$ cat config.mk
export PLATFORM = sky130hd
export DESIGN_NAME = arduino_cmd_rx_flat
export DESIGN_NICKNAME = d
export VERILOG_FILES = /design/src/rtl/arduino_cmd_rx_if.sv /design/src/rtl/arduino_cmd_rx.sv /design/src/flat_wrapper.sv
export SDC_FILE = /design/constraint.sdc
export NUM_CORES = 1
export LEC_CHECK = 0
export CAP_MARGIN = 20
export CELL_PAD_IN_SITES_DETAIL_PLACEMENT = 2
export CELL_PAD_IN_SITES_GLOBAL_PLACEMENT = 2
export CORE_MARGIN = 10
export CORE_UTILIZATION = 36
export DETAILED_ROUTE_END_ITERATION = 7
export MAX_ROUTING_LAYER = met4
export PLACE_DENSITY_LB_ADDON = 0.1
export RECOVER_POWER = 100
export SYNTH_ARGS = -nofsm -noshare
export SYNTH_HDL_FRONTEND = slang
export SYNTH_SLANG_ARGS = --single-unit
$ cat constraint.sdc
create_clock -name clk -period 1.7 [get_ports clk]
set_input_delay 0.255 -clock clk [delete_from_list [all_inputs] [get_ports clk]]
set_output_delay 0.255 -clock clk [all_outputs]
set_load 0.02 [all_outputs]
$ cat src/rtl/arduino_cmd_rx_if.sv
`default_nettype none
// +------------------------------------------------------------------+
// | arduino_cmd_rx_if : UART line in, validated drive command out     |
// | Rev 1.0                                                           |
// +------------------------------------------------------------------+
interface arduino_cmd_rx_if;
   logic       uart_rx;
   logic [7:0] arduino_command;
   logic       cmd_valid;
   logic       frame_err;
   logic       timeout;

   modport master (
      output uart_rx,
      input  arduino_command,
      input  cmd_valid,
      input  frame_err,
      input  timeout
   );

   modport slave (
      input  uart_rx,
      output arduino_command,
      output cmd_valid,
      output frame_err,
      output timeout
   );
endinterface
`default_nettype wire

$ cat src/rtl/arduino_cmd_rx.sv
`default_nettype none
// +------------------------------------------------------------------+
// | arduino_cmd_rx : UART receiver, command filter and link watchdog  |
// | Option macro CMD_PARITY_EN selects 8E1 framing (default 8N1).     |
// | Rev 1.0                                                           |
// +------------------------------------------------------------------+
module arduino_cmd_rx #(
   parameter int CLK_FREQ   = 50000000,
   parameter int BAUD       = 9600,
   parameter int TIMEOUT_MS = 250
) (
   input  logic             clk,
   input  logic             rst_n,
   arduino_cmd_rx_if.slave  bus
);

   localparam int CLKS_PER_BIT = CLK_FREQ / BAUD;
   localparam int TIMEOUT_CLKS = CLK_FREQ / 1000 * TIMEOUT_MS;
   localparam int BW           = $clog2(CLKS_PER_BIT + 1);
   localparam int WW           = $clog2(TIMEOUT_CLKS + 1);

   localparam logic [BW-1:0] BIT_END  = BW'(CLKS_PER_BIT - 1);
   localparam logic [BW-1:0] HALF_END = BW'(CLKS_PER_BIT / 2 - 1);
   localparam logic [WW-1:0] WD_MAX   = WW'(TIMEOUT_CLKS);
   localparam logic [WW-1:0] WD_LAST  = WW'(TIMEOUT_CLKS - 1);

   typedef enum logic [2:0] {
      S_IDLE      = 3'd0,
      S_START     = 3'd1,
      S_DATA      = 3'd2,
      S_PARITY    = 3'd3,
      S_STOP      = 3'd4,
      S_WAIT_IDLE = 3'd5
   } state_t;

   state_t          state_q, state_d;
   logic            sync1_q, sync2_q;
   logic [BW-1:0]   baud_q, baud_d;
   logic [2:0]      bit_idx_q, bit_idx_d;
   logic [7:0]      shift_q, shift_d;
   logic            done_q, done_d;
   logic [7:0]      cmd_q, cmd_d;
   logic            cmd_valid_q, cmd_valid_d;
   logic            frame_err_q, frame_err_d;
   logic            timeout_q, timeout_d;
   logic [WW-1:0]   wd_q, wd_d;
`ifdef CMD_PARITY_EN
   logic            par_err_q, par_err_d;
`endif

   logic rx_s;
   logic accept;
   assign rx_s = sync2_q;

   function automatic logic is_legal(input logic [7:0] b);
      case (b)
         8'h00, 8'h01, 8'h02, 8'h03, 8'h04, 8'h05,
         8'h06, 8'h08, 8'h09, 8'h0A, 8'h0C: is_legal = 1'b1;
         default:                           is_legal = 1'b0;
      endcase
   endfunction

   // The shift register is untouched outside DATA, so it still holds the byte
   // one cycle after the stop-bit sample.
   assign accept = done_q && is_legal(shift_q);

   always_ff @(posedge clk or negedge rst_n) begin
      if (!rst_n) begin
         state_q     <= S_IDLE;
         sync1_q     <= 1'b1;
         sync2_q     <= 1'b1;
         baud_q      <= '0;
         bit_idx_q   <= '0;
         shift_q     <= '0;
         done_q      <= 1'b0;
         cmd_q       <= '0;
         cmd_valid_q <= 1'b0;
         frame_err_q <= 1'b0;
         timeout_q   <= 1'b0;
         wd_q        <= '0;
`ifdef CMD_PARITY_EN
         par_err_q   <= 1'b0;
`endif
      end else begin
         state_q     <= state_d;
         sync1_q     <= bus.uart_rx;
         sync2_q     <= sync1_q;
         baud_q      <= baud_d;
         bit_idx_q   <= bit_idx_d;
         shift_q     <= shift_d;
         done_q      <= done_d;
         cmd_q       <= cmd_d;
         cmd_valid_q <= cmd_valid_d;
         frame_err_q <= frame_err_d;
         timeout_q   <= timeout_d;
         wd_q        <= wd_d;
`ifdef CMD_PARITY_EN
         par_err_q   <= par_err_d;
`endif
      end
   end

   always_comb begin
      state_d     = state_q;
      baud_d      = baud_q;
      bit_idx_d   = bit_idx_q;
      shift_d     = shift_q;
      done_d      = 1'b0;
      frame_err_d = 1'b0;
`ifdef CMD_PARITY_EN
      par_err_d   = par_err_q;
`endif

      case (state_q)
         S_IDLE: begin
            baud_d = '0;
            if (!rx_s) state_d = S_START;
         end
         S_START: begin
            if (baud_q == HALF_END) begin
               baud_d    = '0;
               bit_idx_d = '0;
               state_d   = rx_s ? S_IDLE : S_DATA;
            end else begin
               baud_d = baud_q + BW'(1);
            end
         end
         S_DATA: begin
            if (baud_q == BIT_END) begin
               baud_d    = '0;
               shift_d   = {rx_s, shift_q[7:1]};
               bit_idx_d = bit_idx_q + 3'd1;
               if (bit_idx_q == 3'd7) begin
`ifdef CMD_PARITY_EN
                  state_d = S_PARITY;
`else
                  state_d = S_STOP;
`endif
               end
            end else begin
               baud_d = baud_q + BW'(1);
            end
         end
`ifdef CMD_PARITY_EN
         S_PARITY: begin
            if (baud_q == BIT_END) begin
               baud_d    = '0;
               par_err_d = ^{shift_q, rx_s};
               state_d   = S_STOP;
            end else begin
               baud_d = baud_q + BW'(1);
            end
         end
`endif
         S_STOP: begin
            if (baud_q == BIT_END) begin
               baud_d = '0;
               if (!rx_s) begin
                  frame_err_d = 1'b1;
                  state_d     = S_WAIT_IDLE;
               end else begin
`ifdef CMD_PARITY_EN
                  frame_err_d = par_err_q;
                  done_d      = !par_err_q;
`else
                  done_d      = 1'b1;
`endif
                  state_d     = S_IDLE;
               end
            end else begin
               baud_d = baud_q + BW'(1);
            end
         end
         S_WAIT_IDLE: begin
            if (rx_s) state_d = S_IDLE;
         end
         default: state_d = S_IDLE;
      endcase
   end

   // Acceptance takes priority over watchdog expiry on the same edge.
   always_comb begin
      cmd_d       = cmd_q;
      cmd_valid_d = 1'b0;
      timeout_d   = timeout_q;
      wd_d        = wd_q;
      if (accept) begin
         cmd_d       = shift_q;
         cmd_valid_d = 1'b1;
         timeout_d   = 1'b0;
         wd_d        = '0;
      end else if (wd_q != WD_MAX) begin
         wd_d = wd_q + WW'(1);
         if (wd_q == WD_LAST) begin
            cmd_d     = 8'h00;
            timeout_d = 1'b1;
         end
      end
   end

   assign bus.arduino_command = cmd_q;
   assign bus.cmd_valid       = cmd_valid_q;
   assign bus.frame_err       = frame_err_q;
   assign bus.timeout         = timeout_q;

endmodule
`default_nettype wire

$ cat src/flat_wrapper.sv
// flat-port wrapper written by rule: the top's interface ports become plain ports
module arduino_cmd_rx_flat 
#(
   parameter int CLK_FREQ   = 50000000,
   parameter int BAUD       = 9600,
   parameter int TIMEOUT_MS = 250
)
  (clk, rst_n, bus_uart_rx, bus_arduino_command, bus_cmd_valid, bus_frame_err, bus_timeout);
  arduino_cmd_rx_if bus_i ();
  input  logic clk;
  input  logic rst_n;
  input wire logic [$bits(bus_i.uart_rx)-1:0] bus_uart_rx;
  output wire logic [$bits(bus_i.arduino_command)-1:0] bus_arduino_command;
  output wire logic [$bits(bus_i.cmd_valid)-1:0] bus_cmd_valid;
  output wire logic [$bits(bus_i.frame_err)-1:0] bus_frame_err;
  output wire logic [$bits(bus_i.timeout)-1:0] bus_timeout;
  assign bus_i.uart_rx = bus_uart_rx;
  assign bus_arduino_command = bus_i.arduino_command;
  assign bus_cmd_valid = bus_i.cmd_valid;
  assign bus_frame_err = bus_i.frame_err;
  assign bus_timeout = bus_i.timeout;
  arduino_cmd_rx #(.CLK_FREQ(CLK_FREQ), .BAUD(BAUD), .TIMEOUT_MS(TIMEOUT_MS)) u_core (.clk(clk), .rst_n(rst_n), .bus(bus_i));
endmodule
-- Yosys cells after proc, flatten, opt, wreduce, memory -nomap -nowiden
Memory sizes are Yosys's and may differ from the RTL's.
Cells that the tools add are included.
- logic and storage cells: 74
- bits in latches: 0
- output and inout bits: 11
- memories: 1
- input port bits: 3
- flip-flop bits (word level): 65
- RAM bits: 0
- bits in read-only memories: 16
- memory list (memory ; depth ; bits a word ; read ports ; clocked after Yosys merged registers in ; wr ports ; RTL line ; text):
    (no name shown) ; 16 ; 1 ; 1 ; 0 ; 0 ; arduino_cmd_rx.sv:56 ; case (b)
- shift operators: 0
- equal/unequal tests: 15
- muxes and demuxes: 31
- divide/modulo/power cells: 0
- multiply operators: 0
- $add $sub $neg: 3
- reduce and logical (&&, ||, !) cells: 12
- $lt $le $gt $ge: 0
- bitwise gates (word level): 0
- operators by type and width (kind ; number):
    $mux W24 ; 2
    $pmux W13 S3 ; 1
    $mux W3 ; 9
    $mux W13 ; 2
    $add A24 B1 Y24 const B ; 1
    $eq A24 B24 Y1 const B ; 1
    $mux W8 ; 3
    $ne A24 B24 Y1 const B ; 1
    $pmux W3 S5 ; 1
    $add A13 B1 Y13 const B ; 1
    $eq A13 B12 Y1 const B ; 1
    $eq A13 B13 Y1 const B ; 1
    $mux W1 ; 11
    $ne A2 B1 Y1 const B ; 5
    $eq A3 B3 Y1 const B ; 3
    $pmux W3 S2 ; 1
    $reduce_and A6 Y1 ; 1
    $reduce_bool A2 Y1 ; 3
    $logic_not A4 Y1 ; 1
    $reduce_and A2 Y1 ; 2
    $add A3 B1 Y3 const B ; 1
    $eq A3 B1 Y1 const B ; 1
    $eq A3 B2 Y1 const B ; 1
    $logic_not A3 Y1 ; 1
    other kinds (6) ; 6

-- Depth between registers and ports, before layout
- depth after elaboration: 5
- depth in mapped cells: 8
- mapped depth without buffers: 7

-- Least setup slack after synthesis
No wires, ideal clock.
- path kind: register -> register
- from: register u_core.baud_q[7]
- to: register u_core.shift_q[1]
- arrival: 1.793 ns
- slack: -0.219 ns
- data required time: 1.575 ns
- clock period less this slack: 1.919 ns
- stages on the path, launching flop included: 7
- path buffers: 2
- setup time: 0.125 ns
- path through: dfrtp_1 -> nor4_4 -> nand3b_4 -> or3_1 -> buf_6 -> buf_8 -> mux2_4
- word-level cells in the longest chain between the ends: 2
- ends and longest elaborated chain (what ; RTL line ; text):
    from (decl) ; arduino_cmd_rx.sv:38 ; logic [BW-1:0] baud_q, baud_d;
    from (signal assigned) ; arduino_cmd_rx.sv:88 ; baud_q <= baud_d;
    $eq A13 B13 Y1 ; arduino_cmd_rx.sv:129 ; if (baud_q == BIT_END) begin
    $reduce_and A2 Y1 (no line) ; n/a ;
    to (signal assigned) ; arduino_cmd_rx.sv:90 ; shift_q <= shift_d;
    to (decl) ; arduino_cmd_rx.sv:40 ; logic [7:0] shift_q, shift_d;
Every way passes these cells.
A chain may end at the register's enable or synchronous reset.

-- Final worst setup path
- from: register u_core.baud_q[0]
- to: register u_core.baud_q[3]
- word-level cells in the longest chain between the ends: 3
- elaborated cells on any way between the ends: 6
- those cells by class: add/sub: 1; eq/ne: 2; mux: 3
- ends and longest elaborated chain (what ; RTL line ; text):
    $add A13 B1 Y13 (tied with other cells) ; arduino_cmd_rx.sv:125, arduino_cmd_rx.sv:141, arduino_cmd_rx.sv:171 ;
    $mux W13, on equally long branches ; arduino_cmd_rx.sv:129, arduino_cmd_rx.sv:156, arduino_cmd_rx.sv:120 ;
    $pmux W13 S3 (*) ; arduino_cmd_rx.sv:114 ; case (state_q)
Mark *: on every way between the ends. The rest lies on a longest branch, timed or not.

==> summary.txt <==
Route
  • Via density: approximately 5.3
  • WL/cell: approximately 20 µm
  • DR iter-0 viols: just over 80
  • DR pass1 iterations: 4
  • ANT nets after route: 0
  • Remaining DRCs: 0
  • Via Count: 2639
  • Final WL: around 10000 µm

STA
  • Fmax: approximately 0.52 GHz
  • Slew Limit Headroom: between 30% and 40%
  • Final worst slack: -0.217 ns
  • Min Tclk post-route: around 1.9 ns
  • Hold Fails Final Rpt: 0
  • Period utilisation layout: 113%
  • RSZ-0062 raised after global routing: yes
  • Final setup violating endpoints: 27
  • Max Clock Skew: roughly 0.0099 ns
  • Slew Limit Fails: 0
  • Worst-margin pin slew: 0.925 ns

Clocking
  • Worst skew pair latency: between 0.3 and 0.4 ns
  • Clock buffer count from CTS: 9
  • Clk root buf: clkbuf_8
  • CTS tree: yes
  • Clock slew at reported path FFs: ~0.08 ns
  • H-Tree Level Count: 3
  • Clock Path Buffers: 2
  • Sink Count: 65

Power and ir drop
  • Lkg Pwr: just under 2 nW
  • Worst ir drop on vdd: around 420 µV
  • Pwr Density: 696 mW/mm²

Status
  • Failing checks: negative setup slack
  • Status: complete, but fails checks

Finish
  • Final cell count without fillers: ~500
  • Layout cells sized above 1: between 30% and 40%
  • # fillers: 889
  • Core Util, Final: between 40 and 50%
  • Final nets: approximately 390
  • Layout area overhead: 35.5%
  • Register area: ~0.0016 mm²
  • N_diodes: 0
  • Multi-input gate area: around 0.0016 mm²

Synthesis
  • Synth Area in Adders: roughly 2.3%
  • Synth top area cells: dfrtp_1 50%, xor2_1 4.4%, nor2_1 3.7%
  • Seq/Total Area, Yosys: between 50% and 60%
  • Post-synthesis mux area share: between 3 and 4%
  • Synthesized flop and latch total: 65
  • Ys async rst share: between 90% and 100%
  • Top-count cell post-synth: dfrtp_1
  • Combinational family with the most area after synthesis: simple AND/OR/NAND/NOR gates
  • Synth Cell Area: between 0.003 and 0.004 mm²
  • Yosys top cell area share: 49.8%
  • XOR/XNOR share of the synthesized area: 6.37%
  • EDFF count, synth: 0
  • Largest area contributor in the netlist: dfrtp_1
  • Post-Synth Simple-Gate Area: 23.8%
  • Synth cell count leaders: 63 x dfrtp_1, 31 x nor2_1, 27 x nand2_1
  • Post-Syn Instances: 310
  • Count of warnings emitted by yosys: 0
  • Syn Area/Cell: just over 10 µm²
  • Synth Net Count: around 320
  • Synth cell types: 52
  • Dominant synthesized flop cell: dfrtp_1
  • Compound-Gate Fraction of Synth Area: approximately 9.0%

Job
  • Max Cap Viol: 0

Floorplan
  • Die Y: approximately 110 µm
  • Starting Density: between 30% and 40%
  • IO Pins: 14
  • Core Box Area: approximately 0.0086 mm²
  • Die area: about 0.013 mm²
  • Die span in x: 114 µm
  • Core Rows: 34

GRT
  • GRT overflow: 0
  • Largest net degree at the start of global routing: 66
  • Vias in the first global route: just under 3000
  • GRT Overall Usage: 15.7%
  • Initial antenna violation count: 0
  • First-pass GRT wire length: ~16000 µm

Critical path
  • Worst setup SP type: flop
  • CP Class: flop to flop
  • Crit path DAT: 2.18 ns
  • Critical Path Fanout Max: 7
  • CP Capture Type: flop
  • CP Data Required Time: about 2.0 ns
  • CP startpoint: u_core.baud_q[0]
  • Critical R2R Launch: u_core.baud_q[0]

Hold path
  • HP Start: u_core.sync1_q
  • HP Class: flop to flop

Place
  • Dpl cells: 470
  • Post-detail-place hpwl: 6040 µm
  • Final GP Congestion: ~0.81
  • Port Buffers: 13
## power breakdown
group / internal (mW) / switching, mW
Sequential: 1.55 / 0.00117
Combinational: 0.00779 / 0.0360
Clock: 0.693 / 0.696
## routing by layer
metal / routed length, µm / global-route usage (%)
met3: 211 / 3.62
met4: 121 / 5.50
met2: 5440 / 26.7
met1: 4010 / 17.6
met5: 0 / -
## through the flow
| stage | setup slack, ns | instance area, µm² | setup TNS (ns) | power [mW] | hold slack [ns] |
|---|---|---|---|---|---|
| final | -0.217 | 4290 | -3.79 | 2.98 | 0.366 |
| after global routing | -0.310 | 4290 | -7.89 | 3.13 | 0.377 |
| after CTS | -0.169 | 4160 | -1.91 | 3.02 | 0.307 |
| after detailed placement | -0.176 | 3790 | -3.01 | 1.63 | 0.308 |
| after global placement | -0.135 | 3790 | -1.44 | 1.63 | 0.303 |
| after floorplan | -0.172 | 3190 | -1.01 | 1.58 | -0.0406 |
## worst max-delay path, cell delays in order, from the launching register on
cell     delay, ns
dfrtp_1       0.44
ha_4          0.20
and4b_2       0.24
nand3_2       0.11
a22oi_2       0.11
buf_4         0.17
buf_6         0.12
or3_1         0.34
o21ai_1       0.10
## worst paths after layout
check,end,slack (ns),cells after the start
worst max-delay path,u_core.baud_q[3],-0.22,8
worst min-delay path,u_core.rx_s,0.37,0
worst max register to register,u_core.baud_q[3],-0.22,8
worst min register to register,u_core.rx_s,0.37,0
max in group asynchronous,u_core.baud_q[8],0.36,3
min in group asynchronous,u_core.wd_q[15],0.67,3
## timing repair
item | in CTS | in global routing
hold buffers | 1 | 0
endpoints found under the hold margin | 63 | 0
pin swaps | 15 | 9
endpoints found under the setup margin | 28 | 43
gates resized for setup | 23 | 24
setup buffers | 7 | 6
## layout make-up
cell class	instances	share of cell area [%]
clock buffers	9	2.89
multi-input cells	225	38.0
flip-flops and latches	65	38.1
clock inverters	7	1.81
well taps	108	3.15
repair buffers	77	15.4
inverters	8	0.701
## logic make-up after synthesis
family	Yosys count
compound gates	47
buf+inv	20
mux	10
fa+ha+maj	6
simple gates	139
flops	65
xor+xnor	23
## sequential cells by signal, summed over array words and instances (netlist names)
| register | flops |
|---|---|
| u_core.bus.arduino_command | 8 |
| u_core.sync1_q | 1 |
| u_core.bus.frame_err | 1 |
| u_core.bus.cmd_valid | 1 |
| u_core.baud_q | 13 |
| u_core.bus.timeout | 1 |
| u_core.shift_q | 8 |
| u_core.state_q | 3 |
| u_core.done_q | 1 |
| u_core.wd_q | 24 |
| u_core.rx_s | 1 |
| u_core.bit_idx_q | 3 |
## layout by cell type, fill, tap and decap left out, types with 3 or more instances in the layout
master | netlist | layout
a21o_1 | 3 | 3
a21oi_1 | 12 | 10
a31oi_1 | 5 | 4
and2_1 | 5 | 5
and3_1 | 3 | 3
buf_12 | 0 | 3
buf_4 | 0 | 54
buf_6 | 1 | 4
clkbuf_8 | 0 | 9
clkdlybuf4s50_1 | 0 | 10
dfrtp_1 | 63 | 61
dlygate4sd3_1 | 0 | 3
inv_1 | 8 | 8
mux2_2 | 5 | 4
mux2_4 | 4 | 5
nand2_1 | 27 | 26
nand2b_1 | 4 | 3
nand3_1 | 22 | 19
nand3_2 | 0 | 3
nand4_1 | 9 | 9
nor2_1 | 31 | 30
nor3_1 | 6 | 5
nor4_1 | 7 | 3
nor4_2 | 0 | 4
o21ai_0 | 17 | 9
o21ai_1 | 0 | 7
or3_1 | 4 | 3
xnor2_1 | 7 | 7
xor2_1 | 16 | 16
Note: power is estimated with default switching activity, not from simulation.
